## src/rtl/spi_adc_responder.sv

```systemverilog
// Mode-0 SPI target emulating a 2-channel MCP3002-style ADC, pins oversampled on clk.
// pico_o/sample_o/frame_err_o react SYNC_STAGES+1 clk after the causing pin edge; no backpressure.
module spi_adc_responder #(
  parameter int DATA_WIDTH  = 10,
  parameter int SYNC_STAGES = 2
) (
  input  logic                  clk,
  input  logic                  rst,
  input  logic                  sclk_i,
  input  logic                  cs_i,
  input  logic                  copi_i,
  output logic                  pico_o,
  output logic                  pico_oe,
  input  logic [DATA_WIDTH-1:0] ch0_data,
  input  logic [DATA_WIDTH-1:0] ch1_data,
  output logic                  sample_o,
  output logic                  chan_o,
  output logic                  frame_err_o
);

  localparam int CW = (DATA_WIDTH > 1) ? $clog2(DATA_WIDTH) : 1;
  localparam logic [CW-1:0] LAST_MSB = CW'(DATA_WIDTH - 1);
  localparam logic [CW-1:0] LAST_LSB = CW'(DATA_WIDTH - 2);

  typedef enum logic [3:0] {
    IDLE, WAIT_START, GET_SGL, GET_ODD, GET_MSBF,
    NULL_BIT, DATA_MSB, DATA_LSB, DONE
  } state_t;

  logic [SYNC_STAGES-1:0] sclk_sync_q, cs_sync_q, copi_sync_q;
  logic                   sclk_hist_q, cs_hist_q;

  // Synchronisers reset to 0, so a CS held low through reset never looks like a fall.
  always_ff @(posedge clk or negedge rst) begin
    if (!rst) begin
      sclk_sync_q <= '0;
      cs_sync_q   <= '0;
      copi_sync_q <= '0;
      sclk_hist_q <= 1'b0;
      cs_hist_q   <= 1'b0;
    end else begin
      sclk_sync_q <= {sclk_sync_q[SYNC_STAGES-2:0], sclk_i};
      cs_sync_q   <= {cs_sync_q[SYNC_STAGES-2:0], cs_i};
      copi_sync_q <= {copi_sync_q[SYNC_STAGES-2:0], copi_i};
      sclk_hist_q <= sclk_sync_q[SYNC_STAGES-1];
      cs_hist_q   <= cs_sync_q[SYNC_STAGES-1];
    end
  end

  logic sclk_s, cs_s, copi_s;
  logic sclk_rise, sclk_fall, cs_rise, cs_fall;

  assign sclk_s    = sclk_sync_q[SYNC_STAGES-1];
  assign cs_s      = cs_sync_q[SYNC_STAGES-1];
  assign copi_s    = copi_sync_q[SYNC_STAGES-1];
  assign sclk_rise = sclk_s & ~sclk_hist_q;
  assign sclk_fall = ~sclk_s & sclk_hist_q;
  assign cs_rise   = cs_s & ~cs_hist_q;
  assign cs_fall   = ~cs_s & cs_hist_q;

  state_t                state_q, state_d;
  logic                  chan_q, chan_d;
  logic                  msbf_q, msbf_d;
  logic [DATA_WIDTH-1:0] shreg_q, shreg_d;
  logic [CW-1:0]         bitcnt_q, bitcnt_d;
  logic                  pico_q, pico_d;
  logic                  oe_q, oe_d;
  logic                  sample_q, sample_d;
  logic                  ferr_q, ferr_d;

  always_ff @(posedge clk or negedge rst) begin
    if (!rst) begin
      state_q  <= IDLE;
      chan_q   <= 1'b0;
      msbf_q   <= 1'b0;
      shreg_q  <= '0;
      bitcnt_q <= '0;
      pico_q   <= 1'b0;
      oe_q     <= 1'b0;
      sample_q <= 1'b0;
      ferr_q   <= 1'b0;
    end else begin
      state_q  <= state_d;
      chan_q   <= chan_d;
      msbf_q   <= msbf_d;
      shreg_q  <= shreg_d;
      bitcnt_q <= bitcnt_d;
      pico_q   <= pico_d;
      oe_q     <= oe_d;
      sample_q <= sample_d;
      ferr_q   <= ferr_d;
    end
  end

  logic [CW-1:0] msb_idx, lsb_idx;
  logic          in_frame;

  assign msb_idx  = LAST_MSB - bitcnt_q;
  assign lsb_idx  = bitcnt_q + CW'(1);
  assign in_frame = (state_q inside {GET_SGL, GET_ODD, GET_MSBF, NULL_BIT, DATA_MSB, DATA_LSB});

  // CS edges take priority; SCLK edges only count while synchronised CS is low.
  always_comb begin
    state_d  = state_q;
    chan_d   = chan_q;
    msbf_d   = msbf_q;
    shreg_d  = shreg_q;
    bitcnt_d = bitcnt_q;
    pico_d   = pico_q;
    oe_d     = oe_q;
    sample_d = 1'b0;
    ferr_d   = 1'b0;
    if (cs_rise) begin
      state_d = IDLE;
      oe_d    = 1'b0;
      pico_d  = 1'b0;
      ferr_d  = in_frame;
    end else if (cs_fall) begin
      if (state_q == IDLE) state_d = WAIT_START;
    end else if (!cs_s) begin
      case (state_q)
        WAIT_START: if (sclk_rise && copi_s) state_d = GET_SGL;
        GET_SGL:    if (sclk_rise) state_d = GET_ODD;
        GET_ODD: begin
          if (sclk_rise) begin
            chan_d  = copi_s;
            state_d = GET_MSBF;
          end
        end
        GET_MSBF: begin
          if (sclk_rise) begin
            msbf_d   = copi_s;
            shreg_d  = chan_q ? ch1_data : ch0_data;
            sample_d = 1'b1;
            state_d  = NULL_BIT;
          end
        end
        NULL_BIT: begin
          if (sclk_fall) begin
            oe_d     = 1'b1;
            pico_d   = 1'b0;
            bitcnt_d = '0;
            state_d  = DATA_MSB;
          end
        end
        DATA_MSB: begin
          if (sclk_fall) begin
            pico_d = shreg_q[msb_idx];
            if (bitcnt_q == LAST_MSB) begin
              bitcnt_d = '0;
              state_d  = msbf_q ? DONE : DATA_LSB;
            end else begin
              bitcnt_d = bitcnt_q + CW'(1);
            end
          end
        end
        DATA_LSB: begin
          if (sclk_fall) begin
            pico_d = shreg_q[lsb_idx];
            if (bitcnt_q == LAST_LSB) state_d = DONE;
            else bitcnt_d = bitcnt_q + CW'(1);
          end
        end
        DONE:    if (sclk_fall) pico_d = 1'b0;
        default: ;
      endcase
    end
  end

  assign pico_o      = pico_q;
  assign pico_oe     = oe_q;
  assign sample_o    = sample_q;
  assign chan_o      = chan_q;
  assign frame_err_o = ferr_q;

endmodule

```

## config.mk

```make
export PLATFORM = sky130hd
export DESIGN_NAME = spi_adc_responder
export DESIGN_NICKNAME = d
export VERILOG_FILES = /design/src/rtl/spi_adc_responder.sv
export SDC_FILE = /design/constraint.sdc
export NUM_CORES = 1
export LEC_CHECK = 0
export CAP_MARGIN = 20
export CORE_MARGIN = 5
export CORE_UTILIZATION = 53
export DETAILED_ROUTE_END_ITERATION = 10
export GPL_TIMING_DRIVEN = 1
export PLACE_DENSITY = 0.79
export REMOVE_ABC_BUFFERS = 1
export SYNTH_ARGS = -nofsm -noshare
export SYNTH_HDL_FRONTEND = slang
export SYNTH_SLANG_ARGS = --single-unit
```

## constraint.sdc

```tcl
create_clock -name clk -period 2.2 [get_ports clk]
set_input_delay 0.44 -clock clk [delete_from_list [all_inputs] [get_ports clk]]
set_output_delay 0.44 -clock clk [all_outputs]
set_load 0.01 [all_outputs]
```

==> results of run 1 <==
-- per-layer routing --
| layer | up-vias | track usage [%] | routed length [um] |
|---|---|---|---|
| li1 | 726 | - | - |
| met1 | 720 | 22.9 | 1810 |
| met2 | 58 | 27.5 | 1940 |
| met3 | 5 | 4.73 | 279 |
| met4 | 0 | 7.23 | 67 |
| met5 | - | 0 | 0 |
-- logic make-up after synthesis --
family	synth area share, %
multiplexers	14.0
XOR/XNOR	1.38
buffers and inverters	5.51
AND/OR/NAND/NOR	17.0
flip-flops	42.0
adder cells (fa/ha/maj)	5.25
AO/OA/AOI/OAI	14.8
-- where the power goes --
group	internal (mW)	switching, mW	leakage (nW)
clock network	0.126	0.229	0.0274
registers	0.705	0.143	0.372
logic	0.399	0.358	0.534
-- path summary, 6_finish.rpt --
check | start | endpoint | slack (ns) | cells after the start
min reg2reg | copi_sync_q[0] | copi_sync_q[1] | 0.37 | 0
max in group asynchronous | rst | cs_sync_q[1] | 1.43 | 2
min in group asynchronous | rst | state_q[2] | 0.47 | 2
max | bitcnt_q[1] | state_q[3] | 0.07 | 7
min | copi_sync_q[0] | copi_sync_q[1] | 0.37 | 0
max reg2reg | bitcnt_q[1] | state_q[3] | 0.07 | 7
-- cells in the mapped netlist (2+ instances only) --
cell / count / share of area, %
a21oi_1: 14 / 3.7
buf_1: 2 / 0.39
buf_2: 2 / 0.52
buf_6: 3 / 1.8
clkbuf_1: 4 / 0.79
dfrtp_1: 32 / 42
ha_1: 8 / 5.2
inv_1: 6 / 1.2
mux2_1: 2 / 1.2
mux2_2: 2 / 1.2
mux2i_1: 17 / 8.9
mux4_1: 2 / 2.8
nand2_1: 8 / 1.6
nand2b_1: 3 / 0.98
nand3_1: 8 / 2.1
nand4_1: 2 / 0.66
nor2_1: 18 / 3.5
nor2b_1: 3 / 0.98
nor3b_1: 2 / 0.79
nor4b_1: 2 / 0.92
o211ai_1: 2 / 0.79
o21ai_0: 3 / 0.79
o21ai_1: 5 / 1.3
o311a_1: 2 / 1.0
o31ai_1: 3 / 1.2
or2_1: 2 / 0.66
xor2_1: 3 / 1.4
-- registers in the layout, summed over array words and instances, names as in the netlist --
register,count
cs_hist_q,1
frame_err_o,1
sample_o,1
copi_sync_q,2
cs_sync_q,2
state_q,4
sclk_hist_q,1
msbf_q,1
sclk_sync_q,2
pico_oe,1
chan_o,1
shreg_q,10
pico_o,1
bitcnt_q,4
-- cell usage in the layout (no fill, tap or decap), types with 2 or more instances in the layout --
cell type and n:
nand2_1 8, nand4_1 2, nor2_1 18, or2_1 2
o21ai_1 5, o211ai_1 2, clkbuf_4 5, mux4_1 2
o21ai_0 3, a21oi_1 14, dfrtp_2 2, mux2_2 2
inv_1 6, nand3_1 8, nor4b_1 2, clkinvlp_4 2
o31ai_1 3, nor2b_1 3, mux2_1 2, nor3b_1 2
buf_4 10, ha_1 8, nand2b_1 3, xor2_1 3
dfrtp_1 30, mux2i_1 17, clkdlybuf4s50_1 29
-- layout make-up --
cell class	count	area (sq um)
sequential	32	803
tap	46	57.6
clock buffer	5	37.5
multi-input combinational	133	1020
fill	268	1080
clock inverter	3	23.8
inverter	7	31.3
timing repair buffer	39	365
-- worst max-delay path: cells and delay by family, from the launching register on --
family	cells	cell delay (ns)
mux	1	0.35
fa+ha+maj	1	0.20
simple gates	2	0.35
compound gates	2	0.60
flops	1	0.41
buf+inv	1	0.13
-- stage by stage --
step	util (%)	worst slack, ns	cells
after floorplan	-	0.203	172
after global placement	65.6	0.129	255
after detailed placement	65.6	0.0562	255
after CTS	67.4	0.0294	263
after global routing	68.5	0.00171	265
final	68.5	0.0652	265
-- what timing repair did --
action	in CTS	in global routing
endpoints found under the setup margin	0	6
gates resized for setup	0	5
buffers inserted	0	2
==> out/qor.csv, run 1 <==
metric,value,unit
final_area,2340,sq um
n_antenna_cell,0,
rsz0062_at_grt,false,
placed_area,2240,sq um
status,"finished, final reports clean",
dr.first_iter.drc_count,114,
hold_buffers,0,
vias,1509,
drive_gt1_share,14.2,%
drtPass1Iterations,4,
critPathKind,reg2reg,
post_drt_wl_per_cell,15.5,um
synth_cell_type_count,51,
clock_latency,0.35,ns
die_area,4900,sq um
cts.sinks,32,
grt_overflow,0,
wirelength,4.10,mm
slew_violations,0,
max_freq,468,MHz
cap_violations,0,
dp_hpwl,3.09,mm
ys_seq_area_share,42.0,%
nets,251,
cp.arrival,2.38,ns
postSynthAreaPerCell,10.4,sq um
netlist_area,1910,sq um
grt_start_max_net_pins,33,
grt_pass1_wl,6.93,mm
clk_path_buf_depth,2,
ios,30,
ys_async_sr_fraction,100,%
grt_pass1_vias,1463,
path_cells,inv_1 -> ha_1 -> nand2_1 -> o311a_4 -> a31o_4 -> nor3_4 -> mux2_1,
total_leakage_power,0.934,nW
setup_viol,0,
htree_levels,2,
dieWidth,70.0,um
finalHoldWorstSlack,0.366,ns
skew,0.0174,ns
total_power,1.96,mW
slew-limit-headroom,71.2,%
synth_edf_count,0,
required,2.45,ns
die_h,70.0,um
initial_utilization,55.8,%
powerDensity,838,nW/um^2
rows,21,
cts_tree,yes,
via_per_inst,5.69,
critPathSlowestCell,dfrtp_1,
port_buffers,29,
antenna_found_initial,0,
numCtsBuffers,5,
crit_path_start_kind,register,
ys_ff_latch,32,
gp_congestion,0.857,
hold_viol_final,0,
syn_inst,184,
setup_tns,0,ns
final.period_utilization,97.0,%
root_buffer,clkbuf_4,
core,3420,sq um
ir_worst_vdd,0.530,mV
antenna_left,0,
min_period,2.13,ns
synth_ff_type,dfrtp_1,
drc,0,
yosysWarnings,0,
areaGrowthSynthToFinish,22.7,%
endpoint_kind,register,
crit_path_max_fanout,5,
slowest_delay,0.41,ns
hold_path.class,reg2reg,
clk_pin_slew_worst_paths,0.12,ns
worst_pin_slew,0.432,ns
track_usage,17.6,%
Note: power is estimated with default switching activity, not from simulation.
==> run 2: changes to the inputs <==
--- a/config.mk
+++ b/config.mk
@@ -7,11 +7,13 @@
 export LEC_CHECK = 0
 export CAP_MARGIN = 20
 export CORE_MARGIN = 5
-export CORE_UTILIZATION = 53
+export CORE_UTILIZATION = 62
 export DETAILED_ROUTE_END_ITERATION = 10
+export DONT_BUFFER_PORTS = 1
 export GPL_TIMING_DRIVEN = 1
-export PLACE_DENSITY = 0.79
+export PLACE_DENSITY = 0.78
 export REMOVE_ABC_BUFFERS = 1
+export SKIP_LAST_GASP = 1
 export SYNTH_ARGS = -nofsm -noshare
 export SYNTH_HDL_FRONTEND = slang
 export SYNTH_SLANG_ARGS = --single-unit
==> out/qor.csv, run 2 (synthesized netlist as in run 1, its figures left out) <==
metric,value,unit,change
powerDensity,971,nW/um^2,+16%
core,3000,sq um,-12%
cts.sinks,32,,unchanged
worst_pin_slew,0.644,ns,+0.212 ns
drc,0,,unchanged
clk_path_buf_depth,2,,unchanged
port_buffers,0,,-100%
crit_path_max_fanout,5,,unchanged
layout_common_cells,"dfrtp_1, nor2_1, mux2i_1",,
final_area,2070,sq um,-11%
skew,0.0209,ns,+0.00352 ns
critPathKind,reg2reg,,
slowest_delay,0.46,ns,+0.05 ns
place_inst,211,,-17%
final_common_cell,dfrtp_1,,
antenna_left,0,,unchanged
crit_family,compound AO/OA/AOI/OAI gates,,
fillers,216,,-19%
root_buffer,clkbuf_4,,
n_antenna_cell,0,,unchanged
rows,20,,-4.8%
required,2.44,ns,about the same
final.period_utilization,97.1,%,about the same
htree_levels,2,,unchanged
slew-limit-headroom,57.1,%,-14 points
total_power,2.01,mW,+2.7%
crit_buf_inv,1,,unchanged
grt_start_max_net_pins,33,,unchanged
endpoint_kind,register,,
die_h,65.5,um,-6.5%
grt_overflow,0,,unchanged
track_usage,20.8,%,+3.3 points
largest_register_ffs,10,,unchanged
cap_violations,0,,unchanged
antenna_found_initial,0,,unchanged
wirelength,4.03,mm,-1.7%
placed_area,1920,sq um,-14%
drive_gt1_share,16.8,%,+2.7 points
grt_pass1_wl,6.84,mm,-1.4%
areaGrowthSynthToFinish,8.73,%,
pre_cts_ws,0.0295,ns,-0.0267 ns
slew_violations,0,,unchanged
regMostFlops,shreg_q,,
crit_path_start_kind,register,,
clock_latency,0.35,ns,about the same
dieWidth,65.5,um,-6.5%
path_cells,inv_1 -> ha_2 -> nand2_1 -> o311a_4 -> a31o_4 -> nor3_4 -> mux2_1,,
nets,222,,-12%
gp_congestion,0.968,,+13%
fin_cells,223,,-16%
grt_pass1_vias,1469,,+0.41%
startpoint,bitcnt_q[2],,
hold_viol_final,0,,unchanged
vias,1461,,-3.2%
numCtsBuffers,5,,unchanged
die_area,4280,sq um,-13%
total_leakage_power,0.840,nW,-10%
status,"finished, final reports clean",,
cp.arrival,2.38,ns,about the same
ios,30,,unchanged
post_drt_wl_per_cell,18.1,um,+17%
cts_tree,yes,,
hold_path.class,in2reg,,
setup_viol,0,,unchanged
ir_worst_vdd,0.786,mV,+48%
fin_ws,0.0634,ns,-0.00180 ns
via_per_inst,6.55,,+15%
critPathSlowestCell,dfrtp_2,,
r2r-start,bitcnt_q[2],,
fin_util,69.0,%,+0.54 points
initial_utilization,63.5,%,+7.7 points
dr.first_iter.drc_count,98,,-14%
min_period,2.14,ns,+0.00180 ns
clk_pin_slew_worst_paths,0.13,ns,about the same
min_from,sclk_i,,
top_regs,"shreg_q: 10 flops, bitcnt_q: 4 flops, state_q: 4 flops",,
dp_hpwl,2.87,mm,-6.9%
drtPass1Iterations,4,,unchanged
max_freq,468,MHz,about the same
[run 2: path summary, 6_finish.rpt]
check / to / slack (ns) / cells after the start
worst min-delay path: sclk_sync_q[0] / 0.13 / 0
worst max register to register: state_q[3] / 0.06 / 7
worst min register to register: cs_sync_q[1] / 0.34 / 0
min in group asynchronous: state_q[2] / 0.50 / 2
max in group asynchronous: msbf_q / 1.49 / 2
worst max-delay path: state_q[3] / 0.06 / 7
[run 2: final cells by class]
type	count	area (sq um)	area share, %
multi-input cells	133	1020	49.4
flip-flops and latches	32	803	38.7
repair buffers	10	90.1	4.35
clock inverters	3	46.3	2.23
well taps	33	41.3	1.99
clock buffers	5	37.5	1.81
inverters	7	31.3	1.51
[run 2: report_power, final]
group	switching, mW	internal, mW
logic	0.330	0.333
registers	0.175	0.705
clock network	0.228	0.243
total	0.733	1.28
[run 2: through the flow]
stage               TNS (ns)  hold WS, ns
floorplan                  0        0.144
detailed placement         0        0.145
CTS                        0        0.115
global placement           0        0.145
global route        -0.00639       0.0951
finish                     0        0.129
[run 2: what timing repair did]
| action | 4_1_cts | 5_1_grt |
|---|---|---|
| hold endpoints to repair | 32 | 0 |
| pin swaps | 0 | 1 |
| gates resized for setup | 1 | 6 |
| hold buffers | 2 | 0 |
| setup buffers | 0 | 2 |
| setup endpoints to repair | 1 | 4 |
[run 2: metal layers]
layer	routed length [um]	vias to the layer above	global-route usage (%)
met1	1710	703	27.1
met3	309	13	6.50
met4	95	0	8.03
met2	1920	71	32.4
met5	0	-	0
li1	-	674	-
==> run 3: changes to the inputs <==
--- a/config.mk
+++ b/config.mk
@@ -7,11 +7,10 @@
 export LEC_CHECK = 0
 export CAP_MARGIN = 20
 export CORE_MARGIN = 5
-export CORE_UTILIZATION = 62
+export CORE_UTILIZATION = 35
 export DETAILED_ROUTE_END_ITERATION = 10
 export DONT_BUFFER_PORTS = 1
 export GPL_TIMING_DRIVEN = 1
-export PLACE_DENSITY = 0.78
 export REMOVE_ABC_BUFFERS = 1
 export SKIP_LAST_GASP = 1
 export SYNTH_ARGS = -nofsm -noshare
==> out/qor.csv, run 3 (synthesized netlist as in run 1, its figures left out) <==
metric,value,unit,change
track_usage,11.5,%,-9.4 points
cts_tree,yes,,
rows,26,,+30%
hold_path.class,in2reg,,
htree_levels,2,,unchanged
setup_viol,0,,unchanged
final.period_utilization,94.2,%,-3.0 points
required,2.38,ns,-0.06 ns
grt_pass1_wl,6.48,mm,-5.2%
areaGrowthSynthToFinish,10.2,%,
final_common_cell,dfrtp_1,,
slew-limit-headroom,56.7,%,-0.39 points
wirelength,3.92,mm,-2.7%
grt_pass1_vias,1313,,-11%
gp_congestion,0.863,,-11%
drtPass1Iterations,4,,unchanged
cts.sinks,32,,unchanged
largest_register_ffs,10,,unchanged
layout_common_cells,"dfrtp_1, nor2_1, mux2i_1",,
rsz0062_at_grt,false,,
vias,1360,,-6.9%
ir_worst_vdd,0.437,mV,-44%
critPathKind,reg2reg,,
clock_latency,0.29,ns,-0.06 ns
core,5200,sq um,+73%
dp_hpwl,2.86,mm,-0.40%
top_regs,"shreg_q: 10 flops, bitcnt_q: 4 flops, state_q: 4 flops",,
port_buffers,0,,unchanged
total_leakage_power,0.823,nW,-1.9%
place_inst,248,,+18%
n_antenna_cell,0,,unchanged
hold_viol_final,0,,unchanged
die_area,7020,sq um,+64%
setup_tns,0,ns,unchanged
powerDensity,927,nW/um^2,-4.5%
root_buffer,clkbuf_8,,
ios,30,,unchanged
dr.first_iter.drc_count,116,,+18%
numCtsBuffers,5,,unchanged
drive_gt1_share,14.4,%,-2.5 points
endpoint_kind,register,,
worst_pin_slew,0.650,ns,+0.00580 ns
slew_violations,0,,unchanged
initial_utilization,36.6,%,-27 points
drc,0,,unchanged
clk_path_buf_depth,2,,unchanged
max_freq,483,MHz,+3.1%
status,"finished, final reports clean",,
total_power,1.95,mW,-3.3%
crit_path_max_fanout,5,,unchanged
grt_start_max_net_pins,33,,unchanged
fin_cells,258,,+16%
grt_overflow,0,,unchanged
min_period,2.07,ns,-0.0651 ns
nets,220,,-0.90%
cp.arrival,2.25,ns,-0.13 ns
antenna_found_initial,0,,unchanged
skew,0.00713,ns,-0.0138 ns
dieWidth,83.8,um,+28%
clk_pin_slew_worst_paths,0.08,ns,-0.05 ns
crit_path_start_kind,register,,
post_drt_wl_per_cell,15.2,um,-16%
antenna_left,0,,unchanged
die_h,83.8,um,+28%
via_per_inst,5.27,,-20%
cap_violations,0,,unchanged
regMostFlops,shreg_q,,
run 3: stage by stage:
step | worst slack, ns | hold slack [ns] | utilization (%) | instance area, sq um
floorplan | 0.203 | 0.144 | - | 1830
global placement | 0.147 | 0.145 | 37.8 | 1970
detailed placement | 0.0871 | 0.145 | 37.8 | 1970
CTS | 0.0571 | 0.164 | 40.1 | 2090
global route | 0.0156 | 0.155 | 40.4 | 2100
finish | 0.129 | 0.178 | 40.4 | 2100
run 3: critical path, stage by stage (launching register included):
cell and delay, ns:
dfrtp_1 0.44, inv_1 0.10, ha_1 0.18, nand2_1 0.06, o311a_1 0.37, a31o_4 0.27
nor3_4 0.20, mux2_1 0.35
run 3: final timing paths:
path | to | slack (ns) | depth (start not counted) | from
setup / recovery | state_q[1] | 0.13 | 7 | bitcnt_q[2]
hold / removal | copi_sync_q[0] | 0.18 | 0 | copi_i
setup reg to reg | state_q[1] | 0.13 | 7 | bitcnt_q[2]
hold reg to reg | cs_sync_q[1] | 0.35 | 0 | cs_sync_q[0]
max in group asynchronous | cs_sync_q[1] | 1.44 | 2 | rst
min in group asynchronous | pico_o | 0.58 | 2 | rst
run 3: timing repair:
action / 4_1_cts / 5_1_grt
hold endpoints to repair: 32 / 0
setup endpoints to repair: 0 / 6
hold buffers: 2 / 0
setup buffers: 0 / 0
resized for setup: 0 / 4
run 3: area by class of cell:
type	instances	area (sq um)
clock buffers	5	68.8
clock inverters	3	23.8
inverters	7	31.3
well taps	70	87.6
multi-input cells	133	1010
repair buffers	8	75.1
fillers	527	3100
flip-flops and latches	32	802
run 3: metal layers:
layer	track usage, %	wire, um	vias up
li1	-	-	667
met1	15.7	1770	627
met2	16.1	1780	54
met3	3.06	248	12
met4	6.58	131	0
met5	0	0	-
run 3: report_power, final:
part	internal (mW)	switching, mW	leakage [nW]
Combinational	0.301	0.290	0.410
Sequential	0.705	0.187	0.374
Clock	0.224	0.241	0.0404
==> RTL edit (flow settings as in run 1) <==
`shreg_q` no longer has a reset.
--- a/src/rtl/spi_adc_responder.sv
+++ b/src/rtl/spi_adc_responder.sv
@@ -75,3 +75,2 @@
       msbf_q   <= 1'b0;
-      shreg_q  <= '0;
       bitcnt_q <= '0;
@@ -85,3 +84,2 @@
       msbf_q   <= msbf_d;
-      shreg_q  <= shreg_d;
       bitcnt_q <= bitcnt_d;
@@ -92,2 +90,6 @@
     end
+  end
+
+  always_ff @(posedge clk) begin
+    shreg_q <= shreg_d;
   end
Behaviour: no difference found for any inputs over 10 cycles, from zero or initial values and one cycle with rst low; that may be too few to reach the edited logic, so the function may still have changed.
==> RTL edit against run 1 <==
The run now ends with setup timing left; wire length grew 19%; area after synthesis shrank 3.0%; setup slack lost 0.17 ns; sequential cell count is the same; first-iteration DRC count grew 17%; total power shrank 4.8%; clock power grew 9.6%; highest routed layer unchanged; design area grew 9.0%; clock skew shrank 0.0037 ns.
==> RTL edit: results (changes against run 1) <==
INFO  metric synth_compound_area_share = 11.70% (was 14.83%)
INFO  metric endpoints_failing_setup = 15 (was 0)
INFO  metric synth_enable_flop_cells = 10 (was 0)
INFO  metric first_global_vias = 1561 (was 1463)
INFO  metric slew_headroom = 64.87% (was 71.21%)
INFO  metric dp_hpwl = 3143 um (was 3088 um)
INFO  metric comb_power_share = 40.3% (was 38.6%)
INFO  metric post_synth_xor_area_fraction = 1.420% (was 1.378%)
INFO  metric cellLeakagePower = 0.001038 uW (was 0.0009336 uW)
INFO  metric netlist_top_cells_area = dfrtp_1, edfxtp_1, mux2_2 (was dfrtp_1, mux2i_1, ha_1)
INFO  metric failed_checks = setup timing
INFO  metric ys_seq_area_share = 45.98% (was 41.99%)
INFO  metric switching_share = 33.11% (was 37.26%)
INFO  metric clk_pin_slew = 0.10 ns (was 0.12 ns)
INFO  metric combinational_cell_power = 751 uW (was 757 uW)
INFO  metric gp_congestion = 0.9282 (was 0.8572)
INFO  metric arrival_time_of_the_worst_setup_path = 2.53 ns (was 2.38 ns)
INFO  metric wl_met2 = 2592 um (was 1941 um)
INFO  metric met1_usage = 21.86% (was 22.94%)
INFO  metric ctsResizeCount = 3 (was 0)
INFO  metric run_status = complete, but fails checks (was finished, final reports clean)
INFO  metric synth-async-reset-ratio = 68.75% (was 100.0%)
INFO  metric critical-path-max-stage-delay = 0.51 ns (was 0.41 ns)
INFO  metric muxShareOfSynthArea = 14.27% (was 14.04%)
INFO  metric grt_max_degree = 23 (was 33)
INFO  metric setup_slack = -0.1091 ns (was 0.06523 ns)
INFO  metric crit_start = cs_sync_q[1]$_DFF_PN0_ (was bitcnt_q[1]$_DFFE_PN0P_)
INFO  metric route.met3.wl = 262 um (was 279 um)
INFO  metric drt-met1-wl = 1892 um (was 1810 um)
INFO  metric worst_ir_drop_vdd = 0.0004967 V (was 0.0005303 V)
INFO  metric powerSeq = 725 uW (was 849 uW)
INFO  metric cp_top_family = simple AND/OR/NAND/NOR gates (was compound AO/OA/AOI/OAI gates)
INFO  metric worst-path-max-fanout = 4 (was 5)
INFO  metric drive_above_1_share = 33.64% (was 14.16%)
INFO  metric netlist_top_cells_count = dfrtp_1, mux2_2, edfxtp_1 (was dfrtp_1, nor2_1, mux2i_1)
INFO  metric fillCellCount = 238 (was 268)
INFO  metric use_met2 = 33.16% (was 27.49%)
INFO  metric grt_met3_use = 5.087% (was 4.735%)
## RTL edit: changes by cell type after synthesis, moves of 3 or more
cell	delta
mux2_2	+13
mux2i_1	-12
nand2_1	-4
edfxtp_1	+10
nor3_1	+5
a21oi_1	-8
buf_6	-3
o21ai_1	-5
nor2_1	-9
dfrtp_1	-10
## RTL edit: through the flow
step	hold slack [ns]	setup WS (ns)	instances	instance area (sq um)
2_1_floorplan	0.1444	-0.8732	154	1823
3_3_place_gp	0.3366	-0.002468	247	2312
3_5_place_dp	0.3470	-0.07995	247	2312
4_1_cts	0.3661	-0.06178	259	2416
5_1_grt	0.3809	-0.1929	266	2551
6_report	0.3639	-0.1091	266	2551
## RTL edit: layout make-up
cell class / instances / area, sq um / area share (%)
Tap cell: 46 / 57.56 / 2.256
Sequential cell: 32 / 850.8 / 33.35
Timing Repair Buffer: 58 / 511.7 / 20.06
Multi-Input combinational cell: 116 / 1040 / 40.76
Clock buffer: 8 / 68.82 / 2.697
Inverter: 6 / 22.52 / 0.8828
